==> config.mk <==
export PLATFORM = sky130hd
export DESIGN_NAME = dcache_ctrl
export DESIGN_NICKNAME = d
export VERILOG_FILES = /design/src/rtl/dcache_ctrl.sv
export SDC_FILE = /design/constraint.sdc
export NUM_CORES = 1
export LEC_CHECK = 0
export CAP_MARGIN = 0
export CORE_MARGIN = 8
export CORE_UTILIZATION = 45
export DETAILED_ROUTE_END_ITERATION = 6
export PLACE_DENSITY = 0.67
export REMOVE_ABC_BUFFERS = 1
export SETUP_SLACK_MARGIN = 0.4
export SYNTH_ARGS = -nofsm -noshare
export SYNTH_HDL_FRONTEND = slang
export SYNTH_SLANG_ARGS = --single-unit
==> constraint.sdc <==
create_clock -name i_clk -period 11.1 [get_ports i_clk]
set_input_delay 2.775 -clock i_clk [delete_from_list [all_inputs] [get_ports i_clk]]
set_output_delay 2.775 -clock i_clk [all_outputs]
set_load 0.1 [all_outputs]
==> src/rtl/dcache_ctrl.sv <==
// Miss-handling controller for a 4-way write-back data cache: lookup, dirty
// write-back, allocate/refill sequencing, plus saturating hit/miss/wb counters.
module dcache_ctrl #(
   parameter int CNT_WIDTH = 32
) (
   input  logic                 i_clk,
   input  logic                 i_arst,
   input  logic                 i_req,
   input  logic                 i_we,
   input  logic                 i_hit,
   input  logic                 i_dirty,
   input  logic                 i_mem_wr_done,
   input  logic                 i_mem_rd_done,
   input  logic                 i_cnt_clr,
   output logic                 o_stall,
   output logic                 o_mem_access,
   output logic                 o_write_en,
   output logic                 o_block_we,
   output logic                 o_addr_sel,
   output logic                 o_mem_wr_req,
   output logic                 o_mem_rd_req,
   output logic [CNT_WIDTH-1:0] o_hit_cnt,
   output logic [CNT_WIDTH-1:0] o_miss_cnt,
   output logic [CNT_WIDTH-1:0] o_wb_cnt
);

   typedef enum logic [1:0] {
      LOOKUP    = 2'd0,
      WRITEBACK = 2'd1,
      ALLOCATE  = 2'd2,
      REFILL    = 2'd3
   } state_t;

   state_t state, state_next;

   logic hit_evt, miss_evt, wb_evt;

   always_ff @(posedge i_clk or posedge i_arst) begin
      if (i_arst) state <= LOOKUP;
      else        state <= state_next;
   end

   // Memory handshake: o_mem_*_req is a level held until the matching
   // one-cycle *_done strobe; a strobe arriving in any other state is ignored.
   always_comb begin
      state_next   = state;
      o_stall      = 1'b0;
      o_mem_access = 1'b0;
      o_write_en   = 1'b0;
      o_block_we   = 1'b0;
      o_addr_sel   = 1'b0;
      o_mem_wr_req = 1'b0;
      o_mem_rd_req = 1'b0;
      case (state)
         LOOKUP: begin
            o_mem_access = i_req;
            o_write_en   = i_req & i_we;
            o_stall      = i_req & ~i_hit;
            if (i_req && !i_hit) state_next = i_dirty ? WRITEBACK : ALLOCATE;
         end
         WRITEBACK: begin
            o_mem_wr_req = 1'b1;
            o_addr_sel   = 1'b1;
            o_stall      = 1'b1;
            if (i_mem_wr_done) state_next = ALLOCATE;
         end
         ALLOCATE: begin
            o_mem_rd_req = 1'b1;
            o_stall      = 1'b1;
            if (i_mem_rd_done) state_next = REFILL;
         end
         REFILL: begin
            o_block_we = 1'b1;
            o_stall    = 1'b1;
            state_next = LOOKUP;
         end
         default: state_next = LOOKUP;
      endcase
      // Outputs are forced low for the whole reset pulse, not just after the edge.
      if (i_arst) begin
         o_stall      = 1'b0;
         o_mem_access = 1'b0;
         o_write_en   = 1'b0;
         o_block_we   = 1'b0;
         o_addr_sel   = 1'b0;
         o_mem_wr_req = 1'b0;
         o_mem_rd_req = 1'b0;
      end
   end

   assign hit_evt  = (state == LOOKUP) & i_req & i_hit;
   assign miss_evt = (state == LOOKUP) & i_req & ~i_hit;
   assign wb_evt   = miss_evt & i_dirty;

   function automatic logic [CNT_WIDTH-1:0] sat_next(
      input logic [CNT_WIDTH-1:0] cnt,
      input logic                 inc,
      input logic                 clr
   );
      if (clr) return '0;
      if (inc && (cnt != '1)) return cnt + CNT_WIDTH'(1);
      return cnt;
   endfunction

   always_ff @(posedge i_clk or posedge i_arst) begin
      if (i_arst) begin
         o_hit_cnt  <= '0;
         o_miss_cnt <= '0;
         o_wb_cnt   <= '0;
      end else begin
         o_hit_cnt  <= sat_next(o_hit_cnt,  hit_evt,  i_cnt_clr);
         o_miss_cnt <= sat_next(o_miss_cnt, miss_evt, i_cnt_clr);
         o_wb_cnt   <= sat_next(o_wb_cnt,   wb_evt,   i_cnt_clr);
      end
   end

endmodule

==> impl_metrics.env, run 1 <==
export IMPL_path_buf_inv=3
export IMPL_synth_adder_area_share_pct=1.745
export IMPL_route_detailed_wl_per_inst_um=17.14
export IMPL_cts_setup_buffers=0
export IMPL_synthArstFlopShare_pct=100.0
export IMPL_cp_slowest_stage_delay_ns=1.15
export IMPL_crit_slowest_cell="clkdlybuf4s50_1"
export IMPL_fin_ws_ns=2.985
export IMPL_drt_iter0_drc=365
export IMPL_crit_fanout=46
export IMPL_yosysTopAreaCell="dfrtp_1"
export IMPL_ys_ff_latch=98
export IMPL_die_x_um=128.9
export IMPL_drc=0
export IMPL_fmax_ghz=0.1232
export IMPL_crit_family="buffers and inverters"
export IMPL_synthTopCellsByCount="dfrtp_1 (98), a21oi_1 (61), nor2_1 (43), nand2_1 (35), o31ai_1 (35)"
export IMPL_clock_path_buffers=2
export IMPL_overflow=0
export IMPL_critPathKind="input pin to output port"
export IMPL_dieHeight_um=128.9
export IMPL_pin_count=112
export IMPL_setup_viol=0
export IMPL_worstPathArrival_ns=5.34
export IMPL_hold_viol_final=0
export IMPL_grt_antenna_before_repair=0
export IMPL_area_growth_pct=25.61
export IMPL_grt_first_pass_wirelength_um=24710
export IMPL_syn_avg_cell_area_um2=9.266
export IMPL_worst_clock_skew_ns=0.007753
export IMPL_fillers=1138
export IMPL_root_buffer="clkbuf_16"
export IMPL_synth_edf_count=0
export IMPL_synth_top_family_by_area="simple AND/OR/NAND/NOR gates"
export IMPL_start_util_pct=45.82
export IMPL_vias=5165
export IMPL_finalCritPeriodShare_pct=73.11
export IMPL_hold_class="register to register"
export IMPL_grt_max_degree=65
export IMPL_wl_um=15240
export IMPL_endpoint_kind="output port"
export IMPL_ant_nets=0
export IMPL_p_leak_nw=2.603
export IMPL_synth_compound_area_share_pct=16.78
export IMPL_ys_types=58
export IMPL_drv_cap=0
export IMPL_yosys_warnings=0
export IMPL_tritoncts="built"
export IMPL_syn_inst=619
export IMPL_dpl_worst_slack_ns=2.896
export IMPL_clock_sinks=98
export IMPL_diodes=0
export IMPL_grt_pass1_vias=5028
export IMPL_worst_pin_slew_ns=1.202
export IMPL_synth_xor_area_share_pct=3.360
export IMPL_regArea_um2=2452
export IMPL_nets=729
export IMPL_cts_resized=0
export IMPL_multi_input_comb_area_um2=3014
export IMPL_synth_area_leaders="dfrtp_1 (43%), a21oi_1 (5.3%), o31ai_1 (4.6%), or4_1 (4.3%), xnor2_1 (3.4%)"
export IMPL_yosys_most_used_dff="dfrtp_1"
export IMPL_synth_most_common_cell="dfrtp_1"
export IMPL_crit_required_ns=8.33
export IMPL_hpwl_um=10620
export IMPL_seq_area_frac_synth_pct=42.76
export IMPL_peakVddDrop_mv=0.06714
export IMPL_via_per_inst=5.810
export IMPL_crit_chain="clkdlybuf4s50_1 > inv_4 > and3_1 > and2_1 > clkdlybuf4s50_1"
export IMPL_finalSetupTns_ns=0
export IMPL_muxShareOfSynthArea_pct=3.076
export IMPL_postCtsHoldBufs=0
export IMPL_cts_made_buffers=9
export IMPL_synth_top_area_share_pct=42.76
export IMPL_critPathLaunchType="input pin"
export IMPL_path_common_cell="clkdlybuf4s50_1"
export IMPL_min_period_ns=8.115
export IMPL_drv_slew=0
export IMPL_insertion_delay_ns=0.36
export IMPL_cellPowerDensity_nw_per_um2=112.5
export IMPL_num_rows=41
export IMPL_synth_simple_gate_area_share_pct=27.60
export IMPL_maxSlewHeadroom_pct=19.28
export IMPL_rsz0062_at_grt="false"
export IMPL_drive_above_1_share_pct=7.113
export IMPL_core_area_um2=12520
export IMPL_outcome="finished clean"
export IMPL_grt_usage_pct=18.32
export IMPL_gp_congestion=0.8420
export IMPL_dieArea_um2=16610
export IMPL_syn_cell_area_um2=5736
export IMPL_first_pass_iters=4
export IMPL_numPortBuffers=111
export IMPL_htreeDepth=3
export IMPL_path_clk_slew_ns=0.06
final timing paths:
check | start | to | slack, ns | cells past startpoint
min | o_hit_cnt[13] | o_hit_cnt[13] | 0.57 | 2
max in group asynchronous | i_arst | o_hit_cnt[14] | 7.03 | 3
min in group asynchronous | i_arst | o_wb_cnt[3] | 2.95 | 2
max reg2reg | state[0] | o_hit_cnt[26] | 8.26 | 7
min reg2reg | o_hit_cnt[13] | o_hit_cnt[13] | 0.57 | 2
max | i_arst | o_write_en | 2.98 | 5
registers in the layout, summed over array words and instances, names as in the netlist:
register and flops:
state 2, o_miss_cnt 32, o_hit_cnt 32, o_wb_cnt 32
cell usage in the layout, fill, tap and decap left out, types with 13 or more instances in the layout:
cell | synthesis | final
nand4_1 | 23 | 23
o21ai_0 | 18 | 18
xnor2_1 | 22 | 22
or3_1 | 26 | 26
nor3_1 | 13 | 13
a21oi_1 | 61 | 61
nand3_1 | 33 | 33
clkdlybuf4s50_1 | 0 | 110
nor2_1 | 43 | 43
inv_1 | 23 | 22
nand2_1 | 35 | 35
o31ai_1 | 35 | 35
dfrtp_1 | 98 | 98
or4_1 | 33 | 33
logic make-up after synthesis:
kind of cell    count (synthesis)
simple gates                  268
compound gates                149
flops                          98
buf+inv                        58
xor+xnor                       22
mux                            16
fa+ha+maj                       8
area by class of cell:
class                           count  share of cell area, %
Clock inverter                      6                 0.5731
Multi-Input combinational cell    463                  41.84
Tap cell                          172                  2.987
Clock buffer                       10                  3.317
Sequential cell                    98                  34.04
Timing Repair Buffer              117                  16.01
Inverter                           23                  1.233
worst register-to-register path, stage by stage (launching register included):
cell	delay [ns]
dfrtp_1	0.42
inv_1	0.12
ha_1	0.29
and3_1	0.24
nand3_1	0.62
o21bai_1	0.42
or4_1	0.48
a21oi_1	0.17
power by group:
group          internal (mW)  switching (mW)  total [mW]  leakage [nW]
Combinational         0.0379           0.104       0.142          1.10
Sequential             0.363         0.00637       0.369          1.37
Clock                  0.159           0.141       0.299         0.143
routing by layer:
metal	up-vias	GRT usage, %	part of all wire, %
met5	-	0	0
met4	0	6.427	0.90
met3	11	4.675	6.4
met2	104	30.97	49
met1	2520	22.14	44
li1	2530	-	-
through the flow:
stage | std cells | utilization [%] | instance area [um^2] | power, mW | hold slack, ns
after floorplan | 584 | - | 5553 | 0.4785 | 0.5514
after global placement | 873 | 55.32 | 6924 | 0.5155 | 0.5508
after detailed placement | 873 | 55.32 | 6924 | 0.5196 | 0.5660
after CTS | 889 | 57.56 | 7204 | 0.8208 | 0.5752
after global routing | 889 | 57.56 | 7204 | 0.8441 | 0.6181
final | 889 | 57.56 | 7204 | 0.8106 | 0.5749
Power figures use the tool's default switching activity.
==> inputs of run 2 (changes only) <==
==> constraint.sdc (replaced) <==
create_clock -name i_clk -period 7.5 [get_ports i_clk]
set_input_delay 1.875 -clock i_clk [delete_from_list [all_inputs] [get_ports i_clk]]
set_output_delay 1.875 -clock i_clk [all_outputs]
set_load 0.1 [all_outputs]
==> run 2 against run 1 <==
Compared with the run above: clock power grew 43%; sequential share of layout area grew 0.071 points; via count grew 1.9%; non-clock buffer count is the same; design area shrank 0.21%; worst setup slack lost 1.7 ns; die area is the same; critical path depth is the same; count of clock-buffer cells in the layout grew 3; sequential power grew 48%; highest routed layer unchanged.
==> impl_metrics.env, run 2 (synthesis gave the netlist of run 1 again) <==
export IMPL_outcome="finished clean"
export IMPL_cp_slowest_stage_delay_ns=1.16
export IMPL_numPortBuffers=111
export IMPL_maxSlewHeadroom_pct=14.45
export IMPL_ant_nets=0
export IMPL_drv_slew=0
export IMPL_area_growth_pct=25.35
export IMPL_total_power_mw=1.186
export IMPL_fmax_ghz=0.1606
export IMPL_wl_um=15380
export IMPL_path_depth=5
export IMPL_first_pass_iters=4
export IMPL_final_core_util_pct=57.44
export IMPL_grt_max_degree=67
export IMPL_clock_path_buffers=2
export IMPL_htreeDepth=3
export IMPL_clock_sinks=98
export IMPL_root_buffer="clkbuf_16"
export IMPL_hpwl_um=10810
export IMPL_route_detailed_wl_per_inst_um=17.30
export IMPL_pin_count=112
export IMPL_cellPowerDensity_nw_per_um2=165.0
export IMPL_diodes=0
export IMPL_gp_congestion=0.8162
export IMPL_p_leak_nw=2.594
export IMPL_drc=0
export IMPL_path_common_cell="clkdlybuf4s50_1"
export IMPL_num_rows=41
export IMPL_grt_usage_pct=18.81
export IMPL_drv_cap=0
export IMPL_cts_setup_buffers=0
export IMPL_dieHeight_um=128.9
export IMPL_rsz0062_at_grt="false"
export IMPL_endpoint_kind="output port"
export IMPL_worstPathArrival_ns=4.35
export IMPL_tritoncts="built"
export IMPL_crit_required_ns=5.62
export IMPL_p_int_mw=0.8267
export IMPL_final_common_cell="clkdlybuf4s50_1"
export IMPL_setup_viol=0
export IMPL_crit_fanout=34
export IMPL_top_regs="o_hit_cnt (32), o_miss_cnt (32), o_wb_cnt (32)"
export IMPL_power_frac_seq_pct=46.1
export IMPL_insertion_delay_ns=0.34
export IMPL_dieArea_um2=16610
export IMPL_finalSetupTns_ns=0
export IMPL_postCtsHoldBufs=0
export IMPL_crit_family="buffers and inverters"
export IMPL_nets=729
export IMPL_crit_chain="clkdlybuf4s50_1 > inv_4 > and3_1 > and2_1 > clkdlybuf4s50_1"
export IMPL_crit_slowest_cell="clkdlybuf4s50_1"
export IMPL_via_per_inst=5.920
export IMPL_path_clk_slew_ns=0.06
export IMPL_hold_depth=2
export IMPL_path_buf_inv=3
export IMPL_core_area_um2=12520
export IMPL_min_period_ns=6.228
export IMPL_overflow=0
export IMPL_die_x_um=128.9
export IMPL_grt_pass1_vias=5316
export IMPL_start_util_pct=45.82
export IMPL_worst_pin_slew_ns=1.274
export IMPL_rr_worst_depth=7
export IMPL_critPathLaunchType="input pin"
export IMPL_hold_class="register to register"
export IMPL_worst_clock_skew_ns=0.005581
export IMPL_drt_iter0_drc=397
export IMPL_cts_resized=0
export IMPL_grt_first_pass_wirelength_um=25610
export IMPL_sw_frac_of_total_pct=30.29
export IMPL_clkPwrFrac_pct=36.1
export IMPL_vias=5263
export IMPL_critPathKind="input pin to output port"
export IMPL_cts_made_buffers=9
export IMPL_drive_above_1_share_pct=6.695
export IMPL_hold_viol_final=0
export IMPL_finalCritPeriodShare_pct=83.04
export IMPL_combPwrFrac_pct=17.8
export IMPL_peakVddDrop_mv=0.09024
export IMPL_grt_antenna_before_repair=0
export IMPL_final_cell_mix="clkdlybuf4s50_1 (110), dfrtp_1 (98), a21oi_1 (61)"
export IMPL_net_switching_power_mw=0.3593
[run 2: power by group through the flow]
stage          clock network [mW]  logic [mW]  registers (mW)
6_report                    0.428       0.211           0.547
5_1_grt                     0.456       0.224           0.547
4_1_cts                     0.441       0.214           0.547
3_5_place_dp                    0       0.213           0.557
3_3_place_gp                    0       0.207           0.556
2_1_floorplan                   0       0.136           0.572
[run 2: path summary, 6_finish.rpt]
path	start	end	slack [ns]
max	i_arst	o_write_en	1.27
min	o_wb_cnt[31]	o_wb_cnt[31]	0.57
max reg2reg	state[0]	o_hit_cnt[26]	4.57
min reg2reg	o_wb_cnt[31]	o_wb_cnt[31]	0.57
max in group asynchronous	i_arst	o_miss_cnt[20]	4.26
min in group asynchronous	i_arst	o_hit_cnt[3]	2.02
[run 2: tightest hold or removal path: cells and delay by family, from the launching register on]
family         cells  cell delay (ns)
flip-flops         1             0.40
AO/OA/AOI/OAI      2             0.13
[run 2: layer usage]
layer | vias to the layer above | track usage (%) | share of wire, %
met5 | - | 0 | 0
met4 | 0 | 6.911 | 1.2
met3 | 15 | 5.089 | 6.2
met2 | 117 | 32.82 | 49
met1 | 2598 | 21.61 | 43
li1 | 2533 | - | -
[run 2: per-stage QoR]
step	worst slack [ns]	hold slack (ns)	instance area, um^2	std cells
2_1_floorplan	-0.1870	0.5514	5553	584
3_3_place_gp	1.268	0.5508	6924	873
3_5_place_dp	1.228	0.5628	6924	873
4_1_cts	1.227	0.5721	7189	889
5_1_grt	1.126	0.6185	7189	889
6_report	1.272	0.5707	7189	889
[run 2: area by class of cell]
class | instances | area, um^2
fillers | 1172 | 5328
multi-input cells | 463 | 3014
flip-flops and latches | 98 | 2452
repair buffers | 117 | 1154
clock buffers | 13 | 250.2
well taps | 172 | 215.2
inverters | 23 | 88.84
clock inverters | 3 | 15.01
==> inputs of run 3 (changes only) <==
==> constraint.sdc (replaced) <==
create_clock -name i_clk -period 6 [get_ports i_clk]
set_input_delay 1.5 -clock i_clk [delete_from_list [all_inputs] [get_ports i_clk]]
set_output_delay 1.5 -clock i_clk [all_outputs]
set_load 0.1 [all_outputs]
==> run 3 against run 2 <==
Compared with the run above: register-to-register slack worse by 1.6 ns; sequential share of layout area down 0.21 points; largest power group unchanged; critical path depth unchanged.
==> impl_metrics.env, run 3 (synthesis gave the netlist of run 1 again) <==
export IMPL_outcome="finished clean"
export IMPL_crit_required_ns=4.50
export IMPL_worst_pin_slew_ns=1.212
export IMPL_maxSlewHeadroom_pct=18.57
export IMPL_num_rows=41
export IMPL_cp_slowest_stage_delay_ns=0.52
export IMPL_cts_setup_buffers=0
export IMPL_first_pass_iters=5
export IMPL_numPortBuffers=111
export IMPL_area_growth_pct=26.13
export IMPL_worst_clock_skew_ns=0.006313
export IMPL_grt_max_degree=94
export IMPL_ff2ff_setup_slack_ns=2.96
export IMPL_hold_start="o_wb_cnt[21]"
export IMPL_m1WireLength_um=6313
export IMPL_top_layer="met4"
export IMPL_root_buffer="clkbuf_16"
export IMPL_worstPathArrival_ns=3.24
export IMPL_die_x_um=128.9
export IMPL_p_int_mw=1.145
export IMPL_cts_resized=0
export IMPL_pin_count=112
export IMPL_wl_met3_um=1127
export IMPL_crit_slowest_cell="clkdlybuf4s50_1"
export IMPL_hold_viol_final=0
export IMPL_final_common_cell="clkdlybuf4s50_1"
export IMPL_route_detailed_wl_per_inst_um=16.93
export IMPL_hpwl_um=10520
export IMPL_rr_worst_depth=6
export IMPL_crit_fanout=46
export IMPL_grt_usage_pct=18.65
export IMPL_cts_made_buffers=9
export IMPL_path_clk_slew_ns=0.06
export IMPL_start_util_pct=45.82
export IMPL_nets=728
export IMPL_endpoint_kind="output port"
export IMPL_ant_nets=0
export IMPL_crit_family="buffers and inverters"
export IMPL_setup_viol=0
export IMPL_core_area_um2=12520
export IMPL_drc=0
export IMPL_rsz0062_at_grt="false"
export IMPL_clock_sinks=98
export IMPL_clock_path_buffers=2
export IMPL_insertion_delay_ns=0.35
export IMPL_tritoncts="built"
export IMPL_via_per_inst=5.896
export IMPL_power_frac_seq_pct=42.8
export IMPL_dieArea_um2=16610
export IMPL_fin_ws_ns=1.256
export IMPL_top_regs="o_hit_cnt (32), o_miss_cnt (32), o_wb_cnt (32)"
export IMPL_dieHeight_um=128.9
export IMPL_grt_antenna_before_repair=0
export IMPL_overflow=0
export IMPL_critPathKind="input pin to output port"
export IMPL_grt_first_pass_wirelength_um=25300
export IMPL_final_cell_mix="clkdlybuf4s50_1 (103), dfrtp_1 (98), a21oi_1 (61)"
export IMPL_clkPwrFrac_pct=41.0
export IMPL_path_buf_inv=3
export IMPL_net_switching_power_mw=0.4510
export IMPL_finalCritPeriodShare_pct=79.07
export IMPL_htreeDepth=3
export IMPL_hold_class="register to register"
export IMPL_whs_endpoint="o_wb_cnt[21]"
export IMPL_critPathLaunchType="input pin"
export IMPL_dp_cells=872
export IMPL_fmax_ghz=0.2108
export IMPL_sw_frac_of_total_pct=28.25
export IMPL_drt_iter0_drc=303
export IMPL_diodes=0
export IMPL_hold_ws_ns=0.5785
export IMPL_gp_congestion=0.8086
export IMPL_combPwrFrac_pct=16.2
export IMPL_cellPowerDensity_nw_per_um2=220.6
export IMPL_rr_startpoint="state[0]"
export IMPL_min_period_ns=4.744
export IMPL_crit_chain="clkdlybuf4s50_1 > inv_4 > and3_1 > and2_1 > buf_4"
export IMPL_regToRegEndpoint="o_hit_cnt[17]"
export IMPL_peakVddDrop_mv=0.1469
export IMPL_drv_slew=0
export IMPL_drv_cap=0
export IMPL_vias=5236
export IMPL_p_leak_nw=2.629
export IMPL_dpl_worst_slack_ns=1.218
export IMPL_grt_pass1_vias=5118
export IMPL_met2_length_um=7378
export IMPL_wl_um=15040
export IMPL_drive_above_1_share_pct=7.682
export IMPL_hold_depth=2
export IMPL_finalSetupTns_ns=0
export IMPL_final_core_util_pct=57.80
export IMPL_final_cells=888
export IMPL_postCtsHoldBufs=0
run 3: cell count changes in the layout (fill, tap and decap cells not counted), sizes merged:
cell / delta
buf: +6
clkdlybuf4s50: -7
clkinv: -2
clkinvlp: +1
clkbuf: -2
bufinv: +3
run 3: how the worst max path moves through the flow:
| stage | start | to | slack [ns] | cells past startpoint |
|---|---|---|---|---|
| after floorplan | i_arst | o_write_en | -0.94 | 3 |
| after global placement | i_arst | o_write_en | 1.23 | 5 |
| after detailed placement | i_arst | o_write_en | 1.22 | 5 |
| after CTS | i_arst | o_write_en | 1.20 | 5 |
| after global routing | i_arst | o_write_en | 1.08 | 5 |
| final | i_arst | o_write_en | 1.26 | 5 |
run 3: layer usage:
metal  vias up  track usage, %
met3        14           5.337
li1       2528               -
met2       138           31.93
met4         0           6.634
met1      2556           21.84
met5         -               0
run 3: worst register-to-register path: stages (launching register included):
cell	delay, ns
dfrtp_1	0.42
inv_1	0.12
ha_1	0.29
and3_1	0.23
nand4_1	0.90
or4_1	0.84
a21oi_1	0.15
run 3: power groups by stage:
stage	Combinational, mW	Sequential [mW]	Clock, mW
after detailed placement	0.261	0.696	0
after floorplan	0.170	0.715	0
after global routing	0.280	0.684	0.694
after CTS	0.262	0.683	0.671
after global placement	0.253	0.695	0
final	0.258	0.683	0.655
run 3: area by class of cell:
cell class / count / area, um^2
Tap cell: 172 / 215.2
Clock buffer: 11 / 232.7
Multi-Input combinational cell: 463 / 3014
Sequential cell: 98 / 2452
Inverter: 23 / 88.84
Clock inverter: 5 / 102.6
Fill cell: 1141 / 5283
Timing Repair Buffer: 116 / 1129
run 3: metrics by stage:
stage | area (um^2) | total power, mW
6_report | 7234 | 1.596
5_1_grt | 7234 | 1.658
4_1_cts | 7234 | 1.616
3_5_place_dp | 6899 | 0.9566
3_3_place_gp | 6899 | 0.9477
2_1_floorplan | 5553 | 0.8853
